**config.mk**
```make
export PLATFORM = sky130hd
export DESIGN_NAME = merger_out_writer
export DESIGN_NICKNAME = d
export VERILOG_FILES = /design/src/rtl/merger_out_writer.sv
export SDC_FILE = /design/constraint.sdc
export NUM_CORES = 1
export LEC_CHECK = 0
export ABC_CLOCK_PERIOD_IN_PS = 4100
export CAP_MARGIN = 15
export CORE_AREA = 2 2 299 301
export CTS_BUF_LIST = sky130_fd_sc_hd__clkbuf_8 sky130_fd_sc_hd__clkbuf_16
export CTS_CLUSTER_SIZE = 20
export DETAILED_ROUTE_END_ITERATION = 12
export DIE_AREA = 0 0 301 303
export PLACE_DENSITY = 0.61
export SLEW_MARGIN = 20
export SYNTH_ARGS = -nofsm -noshare
export SYNTH_HDL_FRONTEND = slang
export SYNTH_SLANG_ARGS = --single-unit
```
**constraint.sdc**
```tcl
create_clock -name i_clk -period 4.1 [get_ports i_clk]
set_input_delay 0.82 -clock i_clk [delete_from_list [all_inputs] [get_ports i_clk]]
set_output_delay 0.82 -clock i_clk [all_outputs]
set_load 0.01 [all_outputs]
```
**src/rtl/merger_out_writer.sv**
```systemverilog
// Packs LINE_BEATS merger output beats into one wide line and writes lines out in bursts.
// Optional running record checksum is enabled by defining MERGER_OUT_WRITER_CHECKSUM_EN.
module merger_out_writer #(
   parameter int DATA_WIDTH = 32,
   parameter int P          = 4,
   parameter int LINE_BEATS = 4,
   parameter int BURST_SIZE = 20,
   parameter int ADDR_STEP  = 16
) (
   input  logic                              i_clk,
   input  logic                              i_rst_n,
   input  logic                              i_start,
   input  logic [31:0]                       i_base_addr,
   input  logic [31:0]                       i_num_lines,
   input  logic [P*DATA_WIDTH-1:0]           i_data,
   input  logic                              i_empty,
   output logic                              o_read,
   output logic [P*DATA_WIDTH*LINE_BEATS-1:0] o_wr_data,
   output logic [31:0]                       o_wr_addr,
   output logic                              o_wr_valid,
   output logic                              o_wr_last,
   input  logic                              i_wr_ready,
   output logic                              o_busy,
   output logic                              o_done,
   output logic [31:0]                       o_checksum
);

   localparam int BEAT_W   = P * DATA_WIDTH;
   localparam int LINE_W   = BEAT_W * LINE_BEATS;
   localparam int BEAT_CW  = (LINE_BEATS > 1) ? $clog2(LINE_BEATS) : 1;
   localparam int BURST_CW = (BURST_SIZE > 1) ? $clog2(BURST_SIZE) : 1;
   localparam logic [BEAT_CW-1:0]  LAST_BEAT     = BEAT_CW'(LINE_BEATS - 1);
   localparam logic [BURST_CW-1:0] LAST_IN_BURST = BURST_CW'(BURST_SIZE - 1);

   typedef enum logic [1:0] {
      IDLE,
      FILL,
      WRITE,
      DONE
   } state_t;

   state_t              state;
   state_t              state_next;
   logic [LINE_W-1:0]   line_buf;
   logic [BEAT_CW-1:0]  beat_cnt;
   logic [BURST_CW-1:0] burst_cnt;
   logic [31:0]         line_cnt;
   logic [31:0]         addr;
   logic [31:0]         num_lines;
   logic                start_ok;
   logic                capture;
   logic                accept;
   logic                final_line;
   logic                line_last;

   assign start_ok   = (state == IDLE) && i_start;
   assign capture    = (state == FILL) && !i_empty;
   assign accept     = (state == WRITE) && i_wr_ready;
   assign final_line = (line_cnt == num_lines - 32'd1);
   // burst_cnt tracks line_cnt mod BURST_SIZE without a 32-bit divider
   assign line_last  = final_line || (burst_cnt == LAST_IN_BURST);

   assign o_wr_data = line_buf;
   assign o_wr_addr = addr;

   always_ff @(posedge i_clk) begin
      if (!i_rst_n) begin
         state <= IDLE;
      end else begin
         state <= state_next;
      end
   end

   always_comb begin
      state_next = state;
      o_read     = 1'b0;
      o_wr_valid = 1'b0;
      o_wr_last  = 1'b0;
      o_busy     = 1'b0;
      o_done     = 1'b0;
      case (state)
         IDLE: begin
            if (i_start) begin
               state_next = (i_num_lines == 32'd0) ? DONE : FILL;
            end
         end
         FILL: begin
            o_busy = 1'b1;
            o_read = !i_empty;
            if (!i_empty && (beat_cnt == LAST_BEAT)) begin
               state_next = WRITE;
            end
         end
         WRITE: begin
            o_busy     = 1'b1;
            o_wr_valid = 1'b1;
            o_wr_last  = line_last;
            if (i_wr_ready) begin
               state_next = final_line ? DONE : FILL;
            end
         end
         DONE: begin
            o_done     = 1'b1;
            state_next = IDLE;
         end
         default: state_next = IDLE;
      endcase
   end

   always_ff @(posedge i_clk) begin
      if (!i_rst_n) begin
         line_buf  <= '0;
         beat_cnt  <= '0;
         burst_cnt <= '0;
         line_cnt  <= '0;
         addr      <= '0;
         num_lines <= '0;
      end else begin
         if (start_ok) begin
            addr      <= i_base_addr;
            num_lines <= i_num_lines;
            line_cnt  <= '0;
            burst_cnt <= '0;
            beat_cnt  <= '0;
         end
         if (capture) begin
            for (int b = 0; b < LINE_BEATS; b++) begin
               if (beat_cnt == BEAT_CW'(b)) begin
                  line_buf[b*BEAT_W +: BEAT_W] <= i_data;
               end
            end
            beat_cnt <= (beat_cnt == LAST_BEAT) ? '0 : beat_cnt + 1'b1;
         end
         if (accept) begin
            addr      <= addr + 32'(ADDR_STEP);
            line_cnt  <= line_cnt + 32'd1;
            burst_cnt <= (burst_cnt == LAST_IN_BURST) ? '0 : burst_cnt + 1'b1;
         end
      end
   end

`ifdef MERGER_OUT_WRITER_CHECKSUM_EN
   logic [31:0] checksum;
   logic [31:0] line_sum;

   always_comb begin
      line_sum = '0;
      for (int r = 0; r < P * LINE_BEATS; r++) begin
         line_sum = line_sum + 32'(line_buf[r*DATA_WIDTH +: DATA_WIDTH]);
      end
   end

   // Holds its value after the job so it can be read in DONE and the following IDLE
   always_ff @(posedge i_clk) begin
      if (!i_rst_n) begin
         checksum <= '0;
      end else if (start_ok) begin
         checksum <= '0;
      end else if (accept) begin
         checksum <= checksum + line_sum;
      end
   end

   assign o_checksum = checksum;
`else
   assign o_checksum = '0;
`endif

endmodule

```
### Word-level counts from Yosys, hierarchy flattened

Cells that the tools add are included.
W data, S select, Z words.

| cells by class | value |
|---|---|
| add/subtract/negate cells | 5 |
| equality and inequality tests | 11 |
| multiplexer cells | 21 |
| reduce and logical (&&, ||, !) cells | 17 |

Operator list:

| operator | count |
|---|---|
| $mux W32 | 4 |
| $add A32 B1 Y32 const B | 1 |
| $add A32 B5 Y32 const B | 1 |
| $eq A32 B32 Y1 | 1 |
| $logic_not A32 Y1 | 1 |
| $sub A32 B1 Y32 const B | 1 |
| $mux W2 | 8 |
| $mux W5 | 3 |
| $eq A2 B2 Y1 const B | 4 |
| $pmux W2 S4 | 1 |
| $reduce_and A2 Y1 | 4 |
| $add A5 B1 Y5 const B | 1 |
| $eq A5 B5 Y1 const B | 1 |
| $mux W1 | 5 |
| $eq A2 B1 Y1 const B | 2 |
| $logic_and A1 B1 Y1 | 4 |
| $logic_not A2 Y1 | 2 |
| $ne A2 B2 Y1 const B | 2 |
| $reduce_bool A2 Y1 | 2 |
| $reduce_and A3 Y1 | 1 |
| $add A2 B1 Y2 const B | 1 |
| $ne A2 B1 Y1 const B | 1 |
| $reduce_or A2 Y1 | 1 |
| $logic_not A1 Y1 | 1 |
| $logic_or A1 B1 Y1 | 1 |

| storage, ports and cells | value |
|---|---|
| bits in registers | 617 |
| output and inout port bits | 581 |
| word-level logic and storage cells | 64 |

### Logic depth before layout (Yosys ltp)

Gate-level depths: netlist (run 1).

| depth | value |
|---|---|
| depth after elaboration | 5 |
| gate-level depth with buffers | 10 |
| depth with buffers taken out | 10 |

### Least setup slack after synthesis (run 1)

OpenSTA, ideal clock, no wires.

| timing | value |
|---|---|
| kind | reg2out |
| start point | register num_lines[0] |
| end point | output o_wr_last |
| data arrival time | 2.405 ns |
| required time | 3.280 ns |
| slack | 0.875 ns |
| cell stages (with the launch flop) | 11 |
| buffers on the path | 0 |
| cell sequence | dfxtp_1 -> inv_1 -> ha_1 -> nor3b_4 -> a21oi_1 -> o2111ai_1 -> or4_1 -> nor4_1 -> nand4_1 -> nor4_2 -> a21o_2 |

| between the ends | value |
|---|---|
| cells in the longest elaborated chain, start to end | 4 |

Ends and longest elaborated chain:

| what | line | source |
|---|---|---|
| start: declaration | 49 | `logic [31:0] num_lines;` |
| start signal: assignment | 121 | `num_lines <= i_num_lines;` |
| $sub A32 B1 Y32 | 59 | `assign final_line = (line_cnt == num_lines - 32'd1);` |
| $eq A32 B32 Y1 | 59 |  |
| $logic_or A1 B1 Y1 | 61 | `assign line_last = final_line \|\| (burst_cnt == LAST_IN_BURST);` |
| $mux W1 | 81 | `case (state)` |
| end: declaration | 21 | `output logic o_wr_last,` |

Every way passes these cells.

### Worst setup path after layout (run 1)

| timing | value |
|---|---|
| start point | register num_lines[1] |
| end point | output o_wr_last |

The elaborated chain is that of the path after synthesis.

==> impl_metrics.tcl, run 1 <==
set metrics [dict create \
    power_density_mw_per_mm2 472.2 \
    fillers 8962 \
    yosysWarnings 0 \
    ctsLongestPathBuffers 3 \
    synthArstFlopShare 0 \
    ys_types 71 \
    peakVddDrop_v 0.0003446 \
    portBuffers 745 \
    fp.dieArea_mm2 0.09120 \
    hp-start "o_wr_data[58]" \
    drt-total-wl_mm 94.28 \
    rsz0062_at_grt "true" \
    via_per_inst 4.722 \
    die_w_um 301 \
    worst_slack_ps 95.31 \
    coreArea_mm2 0.08797 \
    syn_avg_cell_area_um2 7.743 \
    fin_crit_sh 0.9768 \
    drive_gt1_frac 0.06111 \
    detailroute.via_count 23366 \
    h-tree-depth 3 \
    setup_tns_ps 0 \
    root_buffer "clkbuf_16" \
    synth-seq-cells 617 \
    dp_worst_setup_slack_ps 78.18 \
    clk_latency_ps 620 \
    grt_pass1_wl_mm 138.6 \
    track_usage 0.1964 \
    wl_met2_mm 44.74 \
    finClkSkew_ps 37.09 \
    drt_iter0_markers 1529 \
    numCtsBuffers 70 \
    cp.required_ps 3280 \
    initial_core_util 0.2683 \
    grt_remaining_overflow 0 \
    critPathSlowestCell "or4_1" \
    p_leak_nw 11.73 \
    antenna_found_initial 2 \
    grt_pass1_vias 21940 \
    finalSetupViolations 0 \
    crit_fanout 5 \
    die_h_um 303 \
    cp-endpoint "o_wr_last" \
    max_cap_violations 0 \
    cts_tree "built" \
    startpoint "num_lines[1]" \
    fmax_mhz 249.7 \
    drv_slew 0 \
    synth_top_area_frac 0.5234 \
    rows 109 \
    io_pins 778 \
    drc 0 \
    crit_chain "inv_1 > ha_2 > nor3b_4 > buf_4 > nand3b_1 > xnor2_1 > or4_1 > nor4_1 > nand4_1 > nor4_4 > a21o_2 > buf_2" \
    r2r_slack_ps 860 \
    hold_buffers 0 \
    synth_edf_count 0 \
    crit_path_max_incr_delay_ps 400 \
    synthTopCellsByArea "dfxtp_1, nand2_1, a21oi_1, clkbuf_1, nor2_1" \
    synth.cell_area_mm2 0.02360 \
    grt_max_degree 137 \
    start_kind "flop" \
    outcome "completed" \
    wl_met1_mm 38.70 \
    clk_pin_slew_ps 60 \
    tightest_slew_ps 792.2 \
    met3_length_mm 7.185 \
    areaGrowthSynthToFinish_pct 48.00 \
    r2r_end "state[1]" \
    worstSetupPathType "flop to primary output" \
    critPathArrivalTime_ps 3180 \
    synth_cells 3048 \
    antenna_left 0 \
    dp_hpwl_mm 65.76 \
    firstDrtPassIters 6 \
    hp-class "flop to flop" \
    fin_nets 3939 \
    critPathCaptureType "primary output" \
    fin_crit_ps 4005 \
    hold_viol 0 \
    maxSlewHeadroom 0.4707 \
    drt-wirelength-per-cell_um 19.05 \
    synthFlopType "dfxtp_1" \
    cts.sinks 617 \
    gp_congestion 0.9052 \
    r2r_cells 14 \
    routed.top_layer "met4" \
    yosysTopAreaCell "dfxtp_1" \
    timing.rr.start "num_lines[16]" \
    yosysSeqAreaShare 0.5234 \
    power_mw 16.49 \
]
-- how the worst min path moves through the flow --
stage | end | slack [ps] | cells after the start
after global routing | o_wr_data[486] | 470 | 2
after global placement | o_wr_data[477] | 440 | 2
after detailed placement | o_wr_data[390] | 450 | 2
final | o_wr_data[58] | 450 | 2
after CTS | o_wr_data[147] | 450 | 2
after floorplan | num_lines[31] | 450 | 2
-- critical path, delay by kind of cell, from the launching register on --
family / cells / cell delay [ps]
and+or+nand+nor: 6 / 1410
buffers and inverters: 3 / 370
DFF: 1 / 340
adders and majority gates: 1 / 170
xor gates and xnor gates: 1 / 140
AOI/OAI and AO/OA: 1 / 130
-- cells in the mapped netlist (4+ instances only) --
| library cell | n |
|---|---|
| nand2_1 | 1156 |
| dfxtp_1 | 617 |
| a21oi_1 | 597 |
| clkbuf_1 | 197 |
| nor2_1 | 83 |
| nand3_1 | 42 |
| buf_4 | 32 |
| o21ai_0 | 24 |
| xnor2_1 | 24 |
| nor3_1 | 21 |
| nand4_1 | 18 |
| inv_1 | 17 |
| and3_1 | 14 |
| nor4_1 | 14 |
| ha_1 | 13 |
| o211ai_1 | 12 |
| xor2_1 | 12 |
| and2_1 | 11 |
| or2_2 | 10 |
| or3_1 | 9 |
| a221oi_1 | 8 |
| nand2b_1 | 8 |
| a22oi_1 | 7 |
| buf_1 | 6 |
| mux2_2 | 6 |
| a211oi_1 | 5 |
| nor3b_1 | 5 |
| o21a_1 | 5 |
| o31a_1 | 5 |
| a311oi_1 | 4 |
| mux2i_1 | 4 |
| o221ai_1 | 4 |
| o31ai_1 | 4 |
-- cells in the final DEF (no fill, tap or decap), drive strengths merged, types with 5 or more instances in the layout --
cell	instances
xnor2	24
and2	12
a221oi	8
xor2	12
o21a	5
nor3	24
a22oi	7
a211oi	5
nand4	19
o211ai	12
clkbuf	84
clkinv	15
and3	14
clkdlybuf4s50	744
nand2	1156
nor4	18
ha	13
nor2	83
mux2	6
or3	9
o31a	6
dfxtp	617
inv	37
nand2b	9
nand3	42
conb	32
buf	73
a21oi	597
nor3b	6
o21ai	24
or2	11
-- registers in the layout, summed over array words and instances (netlist names) --
| register | flops |
|---|---|
| o_wr_data | 512 |
| line_cnt | 32 |
| num_lines | 32 |
| o_wr_addr | 32 |
| burst_cnt | 5 |
| state | 2 |
| beat_cnt | 2 |
-- layout make-up --
class	count	area, um^2	share of cell area
sequential	617	12350	0.3537
timing repair buffer	817	8284	0.2372
clock buffer	84	1944	0.05567
inverter	18	75.07	0.002149
clock inverter	39	424.2	0.01214
antenna	3	7.507	0.0002149
tap	1165	1458	0.04173
multi-input combinational	2205	10380	0.2972
-- through the flow --
step | hold slack, ps | util | cell area [um^2] | cells
2_1_floorplan | 448.8 | - | 23720 | 3079
3_3_place_gp | 440.2 | 0.3685 | 32420 | 4814
3_5_place_dp | 445.3 | 0.3685 | 32420 | 4814
4_1_cts | 453.3 | 0.3966 | 34890 | 4945
5_1_grt | 465.3 | 0.3970 | 34930 | 4947
6_report | 450.8 | 0.3971 | 34930 | 4948
-- timing repair --
action | 4_1_cts | 5_1_grt
setup buffers | 8 | 0
setup endpoints to repair | 1 | 1
resized for setup | 15 | 4
pin swaps | 6 | 2
-- cells by family (layout without fill, tap and decap cells) --
logic type | after synthesis | after routing | share of synthesized area
xor+xnor | 36 | 36 | 0.01336
compound gates | 697 | 697 | 0.1585
flops | 617 | 617 | 0.5234
mux | 11 | 11 | 0.005514
fa+ha+maj | 13 | 13 | 0.006892
simple gates | 1416 | 1416 | 0.2456
other cells | 1 | 35 | 0.0001589
buf+inv | 257 | 958 | 0.04655
-- routing by layer --
| layer | vias to the layer above | GRT usage |
|---|---|---|
| met4 | 0 | 0.08055 |
| met2 | 826 | 0.3246 |
| met3 | 178 | 0.05363 |
| met1 | 10979 | 0.2410 |
| li1 | 11383 | - |
| met5 | - | 0 |
-- power by group --
part / internal, mW / switching, mW / leakage [nW]
combinational: 1.47 / 1.96 / 5.52
clock: 3.67 / 2.70 / 1.22
sequential: 6.36 / 0.328 / 4.99
No activity file was read; power rests on OpenSTA's default activity.
==> run 2, diff against run 1 <==
ABC_AREA = 0   (was unset)
HOLD_SLACK_MARGIN = 0.08   (was unset)
==> results of run 2 <==
The final DEF is identical to that of run 1; final timing and power are the same.
